==> config.mk <==
export PLATFORM = sky130hd
export DESIGN_NAME = store_buffer
export DESIGN_NICKNAME = d
export VERILOG_FILES = /design/src/rtl/store_buffer_pkg.sv /design/src/rtl/store_buffer_fifo.sv /design/src/rtl/store_buffer.sv
export SDC_FILE = /design/constraint.sdc
export NUM_CORES = 1
export LEC_CHECK = 0
export ABC_AREA = 0
export BUFFER_PORTS_ARGS = -buffer_cell sky130_fd_sc_hd__clkbuf_2
export CORE_MARGIN = 2
export CORE_UTILIZATION = 49
export DETAILED_ROUTE_END_ITERATION = 16
export PLACE_DENSITY = 0.7
export RECOVER_POWER = 25
export SYNTH_ARGS = -nofsm -noshare
export SYNTH_HDL_FRONTEND = slang
export SYNTH_SLANG_ARGS = --single-unit
==> constraint.sdc <==
create_clock -name clk -period 3.4 [get_ports clk]
set_clock_uncertainty 0.05 [all_clocks]
set_input_delay 0.17 -clock clk [delete_from_list [all_inputs] [get_ports clk]]
set_output_delay 0.17 -clock clk [all_outputs]
set_load 0.01 [all_outputs]
==> src/rtl/store_buffer_pkg.sv <==
// Shared types for the store buffer: FSM state encoding and the buffered store entry.
package store_buffer_pkg;

  localparam int SB_ADDR_W = 30;
  localparam int SB_DATA_W = 32;

  typedef enum logic [1:0] {
    IDLE  = 2'd0,
    WRITE = 2'd1,
    READ  = 2'd2,
    RESP  = 2'd3
  } sb_state_t;

  typedef struct packed {
    logic [SB_ADDR_W-1:0] adr;
    logic [SB_DATA_W-1:0] data;
  } sb_entry_t;

endpackage

==> src/rtl/store_buffer_fifo.sv <==
// Circular store queue: entry storage, head/tail pointers, occupancy count.
// With STORE_BUFFER_FORWARD_EN the entries, valid bits and head pointer are exposed for forwarding.
module store_buffer_fifo
  import store_buffer_pkg::*;
#(
  parameter int DEPTH = 4,
  localparam int PTR_W = $clog2(DEPTH),
  localparam int CNT_W = PTR_W + 1
) (
  input  logic             clk,
  input  logic             reset,
  input  logic             push,
  input  sb_entry_t        push_entry,
  input  logic             pop,
  output sb_entry_t        head_entry,
  output logic [CNT_W-1:0] count
`ifdef STORE_BUFFER_FORWARD_EN
  ,
  output logic [PTR_W-1:0] head,
  output logic [DEPTH-1:0] valid,
  output sb_entry_t        entries [DEPTH]
`endif
);

  sb_entry_t        entry_reg [DEPTH];
  logic [PTR_W-1:0] head_reg;
  logic [PTR_W-1:0] tail_reg;
  logic [CNT_W-1:0] count_reg;

  // Entry payload needs no reset; validity is tracked by count (and valid bits when forwarding).
  always_ff @(posedge clk) begin
    if (push) begin
      entry_reg[tail_reg] <= push_entry;
    end
  end

  // Pointers wrap naturally because DEPTH is a power of two.
  always_ff @(posedge clk or posedge reset) begin
    if (reset) begin
      head_reg  <= '0;
      tail_reg  <= '0;
      count_reg <= '0;
    end else begin
      if (push) tail_reg <= tail_reg + 1'b1;
      if (pop)  head_reg <= head_reg + 1'b1;
      case ({push, pop})
        2'b10:   count_reg <= count_reg + 1'b1;
        2'b01:   count_reg <= count_reg - 1'b1;
        default: count_reg <= count_reg;
      endcase
    end
  end

  assign head_entry = entry_reg[head_reg];
  assign count      = count_reg;

`ifdef STORE_BUFFER_FORWARD_EN
  logic [DEPTH-1:0] valid_reg;

  always_ff @(posedge clk or posedge reset) begin
    if (reset) begin
      valid_reg <= '0;
    end else begin
      for (int i = 0; i < DEPTH; i++) begin
        if (pop && head_reg == PTR_W'(i))  valid_reg[i] <= 1'b0;
        if (push && tail_reg == PTR_W'(i)) valid_reg[i] <= 1'b1;
      end
    end
  end

  assign head  = head_reg;
  assign valid = valid_reg;

  for (genvar gi = 0; gi < DEPTH; gi++) begin : g_expose
    assign entries[gi] = entry_reg[gi];
  end
`endif

endmodule

==> src/rtl/store_buffer.sv <==
// Posted-write buffer between the core data port and a handshaked memory.
// Define STORE_BUFFER_FORWARD_EN to forward loads from buffered stores (youngest match wins).
module store_buffer
  import store_buffer_pkg::*;
#(
  parameter int DEPTH  = 4,
  parameter int DATA_W = 32,
  parameter int ADDR_W = 30
) (
  input  logic              clk,
  input  logic              reset,
  input  logic              cpu_we,
  input  logic              cpu_re,
  input  logic [31:0]       cpu_adr,
  input  logic [DATA_W-1:0] cpu_wd,
  output logic [DATA_W-1:0] cpu_rd,
  output logic              stall,
  output logic              mem_req,
  output logic              mem_we,
  output logic [ADDR_W-1:0] mem_adr,
  output logic [DATA_W-1:0] mem_wd,
  input  logic [DATA_W-1:0] mem_rd,
  input  logic              mem_ack,
  output logic              empty
);

  localparam int PTR_W = $clog2(DEPTH);
  localparam int CNT_W = PTR_W + 1;

  sb_state_t         state_reg, state_next;
  logic              mem_req_reg, mem_we_reg;
  logic [ADDR_W-1:0] mem_adr_reg;
  logic [DATA_W-1:0] mem_wd_reg;
  logic [DATA_W-1:0] rdata_reg;

  logic [CNT_W-1:0]  count;
  sb_entry_t         head_entry;
  logic              full, push, pop, load_req, hit;
  logic [DATA_W-1:0] hit_data;
  logic [29:0]       word_adr;
  logic              unused_adr_bits;

  assign word_adr        = cpu_adr[31:2];
  assign unused_adr_bits = ^cpu_adr[1:0];
  assign load_req        = cpu_re && !cpu_we;
  assign full            = (count == CNT_W'(DEPTH));
  assign push            = cpu_we && !full;
  assign pop             = (state_reg == WRITE) && mem_ack;
  assign empty           = (count == '0);

`ifdef STORE_BUFFER_FORWARD_EN
  logic [PTR_W-1:0] head;
  logic [DEPTH-1:0] valid;
  sb_entry_t        entries [DEPTH];
  logic [DEPTH-1:0] match;

  store_buffer_fifo #(.DEPTH(DEPTH)) u_fifo (
    .clk        (clk),
    .reset      (reset),
    .push       (push),
    .push_entry ('{adr: word_adr, data: cpu_wd}),
    .pop        (pop),
    .head_entry (head_entry),
    .count      (count),
    .head       (head),
    .valid      (valid),
    .entries    (entries)
  );

  for (genvar gi = 0; gi < DEPTH; gi++) begin : g_match
    assign match[gi] = valid[gi] && (entries[gi].adr == word_adr);
  end

  // Walk from oldest to youngest so the last match seen is the youngest store.
  always_comb begin
    hit      = 1'b0;
    hit_data = '0;
    for (int i = 0; i < DEPTH; i++) begin
      if (match[head + PTR_W'(i)]) begin
        hit      = 1'b1;
        hit_data = entries[head + PTR_W'(i)].data;
      end
    end
  end
`else
  store_buffer_fifo #(.DEPTH(DEPTH)) u_fifo (
    .clk        (clk),
    .reset      (reset),
    .push       (push),
    .push_entry ('{adr: word_adr, data: cpu_wd}),
    .pop        (pop),
    .head_entry (head_entry),
    .count      (count)
  );

  assign hit      = 1'b0;
  assign hit_data = '0;
`endif

  always_ff @(posedge clk or posedge reset) begin
    if (reset) state_reg <= IDLE;
    else       state_reg <= state_next;
  end

  // Buffered stores always drain before a load read, which keeps memory ordering intact.
  always_comb begin
    state_next = state_reg;
    case (state_reg)
      IDLE: begin
        if (count != '0)           state_next = WRITE;
        else if (load_req && !hit) state_next = READ;
      end
      WRITE:   if (mem_ack) state_next = IDLE;
      READ:    if (mem_ack) state_next = RESP;
      RESP:    state_next = IDLE;
      default: state_next = IDLE;
    endcase
  end

  always_comb begin
    stall  = 1'b0;
    cpu_rd = '0;
    if (cpu_we) begin
      stall = full;
    end else if (cpu_re) begin
      if (hit)                    cpu_rd = hit_data;
      else if (state_reg == RESP) cpu_rd = rdata_reg;
      else                        stall  = 1'b1;
    end
  end

  // Memory-side request registers; all fields return to zero when no request is outstanding.
  always_ff @(posedge clk or posedge reset) begin
    if (reset) begin
      mem_req_reg <= 1'b0;
      mem_we_reg  <= 1'b0;
      mem_adr_reg <= '0;
      mem_wd_reg  <= '0;
      rdata_reg   <= '0;
    end else begin
      if (state_reg == IDLE && state_next == WRITE) begin
        mem_req_reg <= 1'b1;
        mem_we_reg  <= 1'b1;
        mem_adr_reg <= head_entry.adr;
        mem_wd_reg  <= head_entry.data;
      end else if (state_reg == IDLE && state_next == READ) begin
        mem_req_reg <= 1'b1;
        mem_we_reg  <= 1'b0;
        mem_adr_reg <= word_adr;
        mem_wd_reg  <= '0;
      end else if ((state_reg == WRITE || state_reg == READ) && mem_ack) begin
        mem_req_reg <= 1'b0;
        mem_we_reg  <= 1'b0;
        mem_adr_reg <= '0;
        mem_wd_reg  <= '0;
        if (state_reg == READ) rdata_reg <= mem_rd;
      end
    end
  end

  assign mem_req = mem_req_reg;
  assign mem_we  = mem_we_reg;
  assign mem_adr = mem_adr_reg;
  assign mem_wd  = mem_wd_reg;

endmodule
==> parameters.txt <==
Parameter                              Value

Global route
  Wire length of the first global-routing pass ... 45100 um
  Overall Global Routing Usage ... 20.2%
  Vias in the first global route ... 8175
  Maximum number of pins on one net before global-route repair ... 69
  Remaining Overflow, GRT ... 0
  Number of antenna violations at the first check in global routing ... 2

Cells and area
  Area of combinational cells with multiple inputs ... 0.00337 mm2
  Number of flip-flops under the largest register name ... 248
  Fraction of the core area covered by cells at the end of the flow ... 62.3%
  Share of layout cells above drive strength 1 ... 29.6%
  Number of standard cells in the final layout excluding fillers ... 1468
  Area added between synthesis and finish ... 25.9%
  Nets@finish ... 1173
  Total area of sequential cells ... 0.0101 mm2
  Filler cell count in the final layout ... 2008
  Post-route cell area ... 0.0172 mm2

Min path
  Kind of path behind the tightest hold check ... input port to register
  Worst hold path depth ... 4

Route
  Met2 Routed Length ... 14300 um
  Number of remaining DRC errors ... 0
  Post-route met1 wirelength ... 12700 um
  Wire length reported by the detailed router ... 29200 um
  Vias per cell ... 5.33
  Post-detailed-route count of antenna-violating nets ... 0
  Metal3 WL ... 1680 um
  Average routed wire per standard cell ... 19.9 um
  DRT iter0 DRCs ... 517
  First-pass iteration count of the detailed router ... 5
  Max Used Layer ... met4
  Vias ... 7823

STA
  RSZ-0062 raised after global routing ... false
  Worst Tran Pin Value ... 0.929 ns
  Maximum operating frequency ... 0.336 GHz
  Setup TNS ... 0 ns
  Final-layout worst hold slack ... 0.0847 ns
  Clock period minus worst slack ... 2.98 ns
  Number of slew-limit violations in the final report ... 0
  Setup violations, final ... 0
  Final Hold Vio Count ... 0
  Remaining max-slew budget at the tightest pin ... 38.0%
  Final worst-path cycle share ... 87.6%

Worst setup path
  Worst setup path category ... register to register
  Reg2Reg Setup Slack ... 0.42 ns
  R2R depth ... 9
  Worst setup EP type ... register
  Worst path arrival time ... 3.37 ns
  Critical Path Source Type ... register
  Data required time of the worst path ... 3.79 ns
  Worst Path Max Fanout ... 40

CTS
  H-tree depth reported by CTS ... 2
  Clock insertion delay at the later pin of the skew report ... 0.51 ns
  Clock root cell ... sky130_fd_sc_hd__clkbuf_16
  Post CTS Setup Buffer Count ... 0
  Clk slew on worst S/H paths ... 0.06 ns
  Clock Sink Count ... 353
  Num CTS Buffers ... 37
  Clock tree from TritonCTS ... done
  Longest Clk Path Bufs ... 3

Logic synthesis
  Top FF cell, synth ... sky130_fd_sc_hd__edfxtp_1
  Number of library cell types mapped by synthesis ... 41
  Number of synthesized register bits ... 353
  Top post-synthesis cells by area ... sky130_fd_sc_hd__edfxtp_1 (54%), sky130_fd_sc_hd__dfrtp_1 (19%), sky130_fd_sc_hd__mux4_2 (10%), sky130_fd_sc_hd__mux2_2 (2.6%), sky130_fd_sc_hd__a221o_1 (2.2%)
  Netlist Area Pre-Place ... 0.0137 mm2
  Synthesis warning total ... 0
  Number of flops mapped to enable cells by yosys ... 248
  Synthesized area divided by synthesized cell count ... 18.3 um2
  Number of standard cells after synthesis ... 748
  Library cell with the highest instance count after synthesis ... sky130_fd_sc_hd__edfxtp_1
  Net count after synthesis ... 861
  Post-synth top cells ... sky130_fd_sc_hd__edfxtp_1 (248), sky130_fd_sc_hd__dfrtp_1 (105), sky130_fd_sc_hd__nand2_1 (69)
  Yosys top cell area share ... 54.5%
  Share of synthesized flip-flops with an asynchronous set or reset ... 29.7%
  Sequential-to-total area share from yosys stat ... 73.7%
  Largest area contributor in the synthesized netlist ... sky130_fd_sc_hd__edfxtp_1

Power and ir drop
  Power Dens Cells ... 827 mW/mm2
  Fraction of power consumed by sequential logic ... 45.4%
  Power share of the combinational group ... 28.0%
  Switching component of the power ... 4.28 mW
  Sw Ratio ... 30.1%
  Worst-case vdd ir drop ... 0.503 mV
  Part of the total power dissipated in the clock network ... 26.5%
  Pleak ... 6.72 nW
  Internal power ... 9.95 mW

Die
  Top-level port count ... 199
  Effective utilization at floorplan ... 49.5%
  Row Count ... 61
  Die Footprint ... 0.0292 mm2
  Horizontal die dimension ... 171 um
  Die height ... 171 um
  Placeable core region ... 0.0276 mm2

Placed design
  Cell area reported after detailed placement ... 0.0152 mm2
  Final weighted congestion of routability-driven global placement ... 0.732
  Dpl cells ... 1302
  Placed wire-length estimate ... 16400 um
  PortBufs ... 196

Run
  Max-cap check violation count ... 0

Outcome
  Status ... completed
cell type report:
class,instances,share of cell area [%]
timing repair buffer,316,12.3
sequential,353,58.6
antenna,2,0.0291
clock inverter,16,0.807
clock buffer,51,5.74
tap,378,2.75
multi-input combinational,341,19.6
inverter,11,0.254
power by group through the flow:
stage	clock (mW)	sequential [mW]	combinational (mW)
final	3.78	6.47	3.99
after global routing	4.02	6.60	4.39
after CTS	3.87	6.48	4.08
after detailed placement	0	6.55	3.97
after global placement	0	6.53	3.89
after floorplan	0	6.38	2.73
cells in the final DEF (no fill, tap or decap), types with 2 or more instances in the layout:
master | synthesis | layout
sky130_fd_sc_hd__a21oi_1 | 2 | 2
sky130_fd_sc_hd__a221o_1 | 30 | 30
sky130_fd_sc_hd__and2_0 | 5 | 4
sky130_fd_sc_hd__and2_1 | 31 | 28
sky130_fd_sc_hd__and2_4 | 0 | 4
sky130_fd_sc_hd__and3_1 | 32 | 32
sky130_fd_sc_hd__buf_12 | 0 | 4
sky130_fd_sc_hd__buf_4 | 3 | 19
sky130_fd_sc_hd__bufinv_16 | 0 | 2
sky130_fd_sc_hd__clkbuf_1 | 25 | 65
sky130_fd_sc_hd__clkbuf_16 | 0 | 37
sky130_fd_sc_hd__clkbuf_2 | 0 | 144
sky130_fd_sc_hd__clkinv_1 | 0 | 4
sky130_fd_sc_hd__clkinv_2 | 0 | 6
sky130_fd_sc_hd__dfrtp_1 | 105 | 103
sky130_fd_sc_hd__dfrtp_4 | 0 | 2
sky130_fd_sc_hd__diode_2 | 0 | 2
sky130_fd_sc_hd__dlygate4sd3_1 | 0 | 97
sky130_fd_sc_hd__edfxtp_1 | 248 | 248
sky130_fd_sc_hd__ha_1 | 11 | 11
sky130_fd_sc_hd__inv_1 | 11 | 10
sky130_fd_sc_hd__inv_6 | 0 | 2
sky130_fd_sc_hd__mux2_2 | 31 | 31
sky130_fd_sc_hd__mux4_2 | 62 | 62
sky130_fd_sc_hd__nand2_1 | 69 | 69
sky130_fd_sc_hd__nand2b_1 | 3 | 3
sky130_fd_sc_hd__nand3_1 | 2 | 2
sky130_fd_sc_hd__nor2b_1 | 2 | 2
sky130_fd_sc_hd__nor3_1 | 2 | 2
sky130_fd_sc_hd__o21ai_0 | 35 | 35
sky130_fd_sc_hd__o31ai_1 | 2 | 2
sky130_fd_sc_hd__xnor2_1 | 3 | 3
sky130_fd_sc_hd__xor2_1 | 3 | 3
worst max-delay path, stage by stage, from the launching register on:
cell	delay [ns]
sky130_fd_sc_hd__dfrtp_1	0.44
sky130_fd_sc_hd__inv_1	0.18
sky130_fd_sc_hd__ha_1	0.25
sky130_fd_sc_hd__nor4b_2	0.35
sky130_fd_sc_hd__o31ai_1	0.15
sky130_fd_sc_hd__and4b_2	0.30
sky130_fd_sc_hd__buf_4	0.27
sky130_fd_sc_hd__a221oi_4	0.22
sky130_fd_sc_hd__buf_4	0.42
sky130_fd_sc_hd__a221o_1	0.25
path summary, 6_finish.rpt:
| kind | from | end |
|---|---|---|
| worst max register to register | state_reg[0] | mem_adr[9] |
| worst max-delay path | state_reg[0] | mem_adr[9] |
| worst min register to register | rdata_reg[1] | rdata_reg[1] |
| worst min-delay path | cpu_we | state_reg[0] |
| min in group asynchronous | reset | rdata_reg[7] |
| max in group asynchronous | reset | u_fifo.head_reg[0] |
per-stage QoR:
step / worst slack [ns] / power (mW)
3_5_place_dp: 0.438 / 10.5
3_3_place_gp: 0.479 / 10.4
2_1_floorplan: 0.419 / 9.11
5_1_grt: 0.245 / 15.0
4_1_cts: 0.381 / 14.4
6_report: 0.420 / 14.2
what timing repair did:
item,in CTS,in global routing
hold buffers,97,0
endpoints found under the hold margin,378,0
gates resized for setup,0,0
cell families (layout without fill, tap and decap cells):
family / count (synthesis) / in the layout / synth area share [%]
muxes: 95 / 95 / 12.9
other: 0 / 2 / 0
adders and majority gates: 12 / 12 / 1.15
DFF: 353 / 353 / 73.7
AOI/OAI and AO/OA: 77 / 77 / 4.31
and+or+nand+nor: 151 / 151 / 5.70
xor gates and xnor gates: 6 / 6 / 0.385
buffers and inverters: 54 / 394 / 1.82
per-layer routing:
layer / global-route usage [%] / up-vias
met5: 0 / -
met3: 3.68 / 45
met1: 27.8 / 3978
met2: 33.7 / 255
met4: 5.34 / 0
li1: - / 3545
Power figures use the tool's default switching activity.
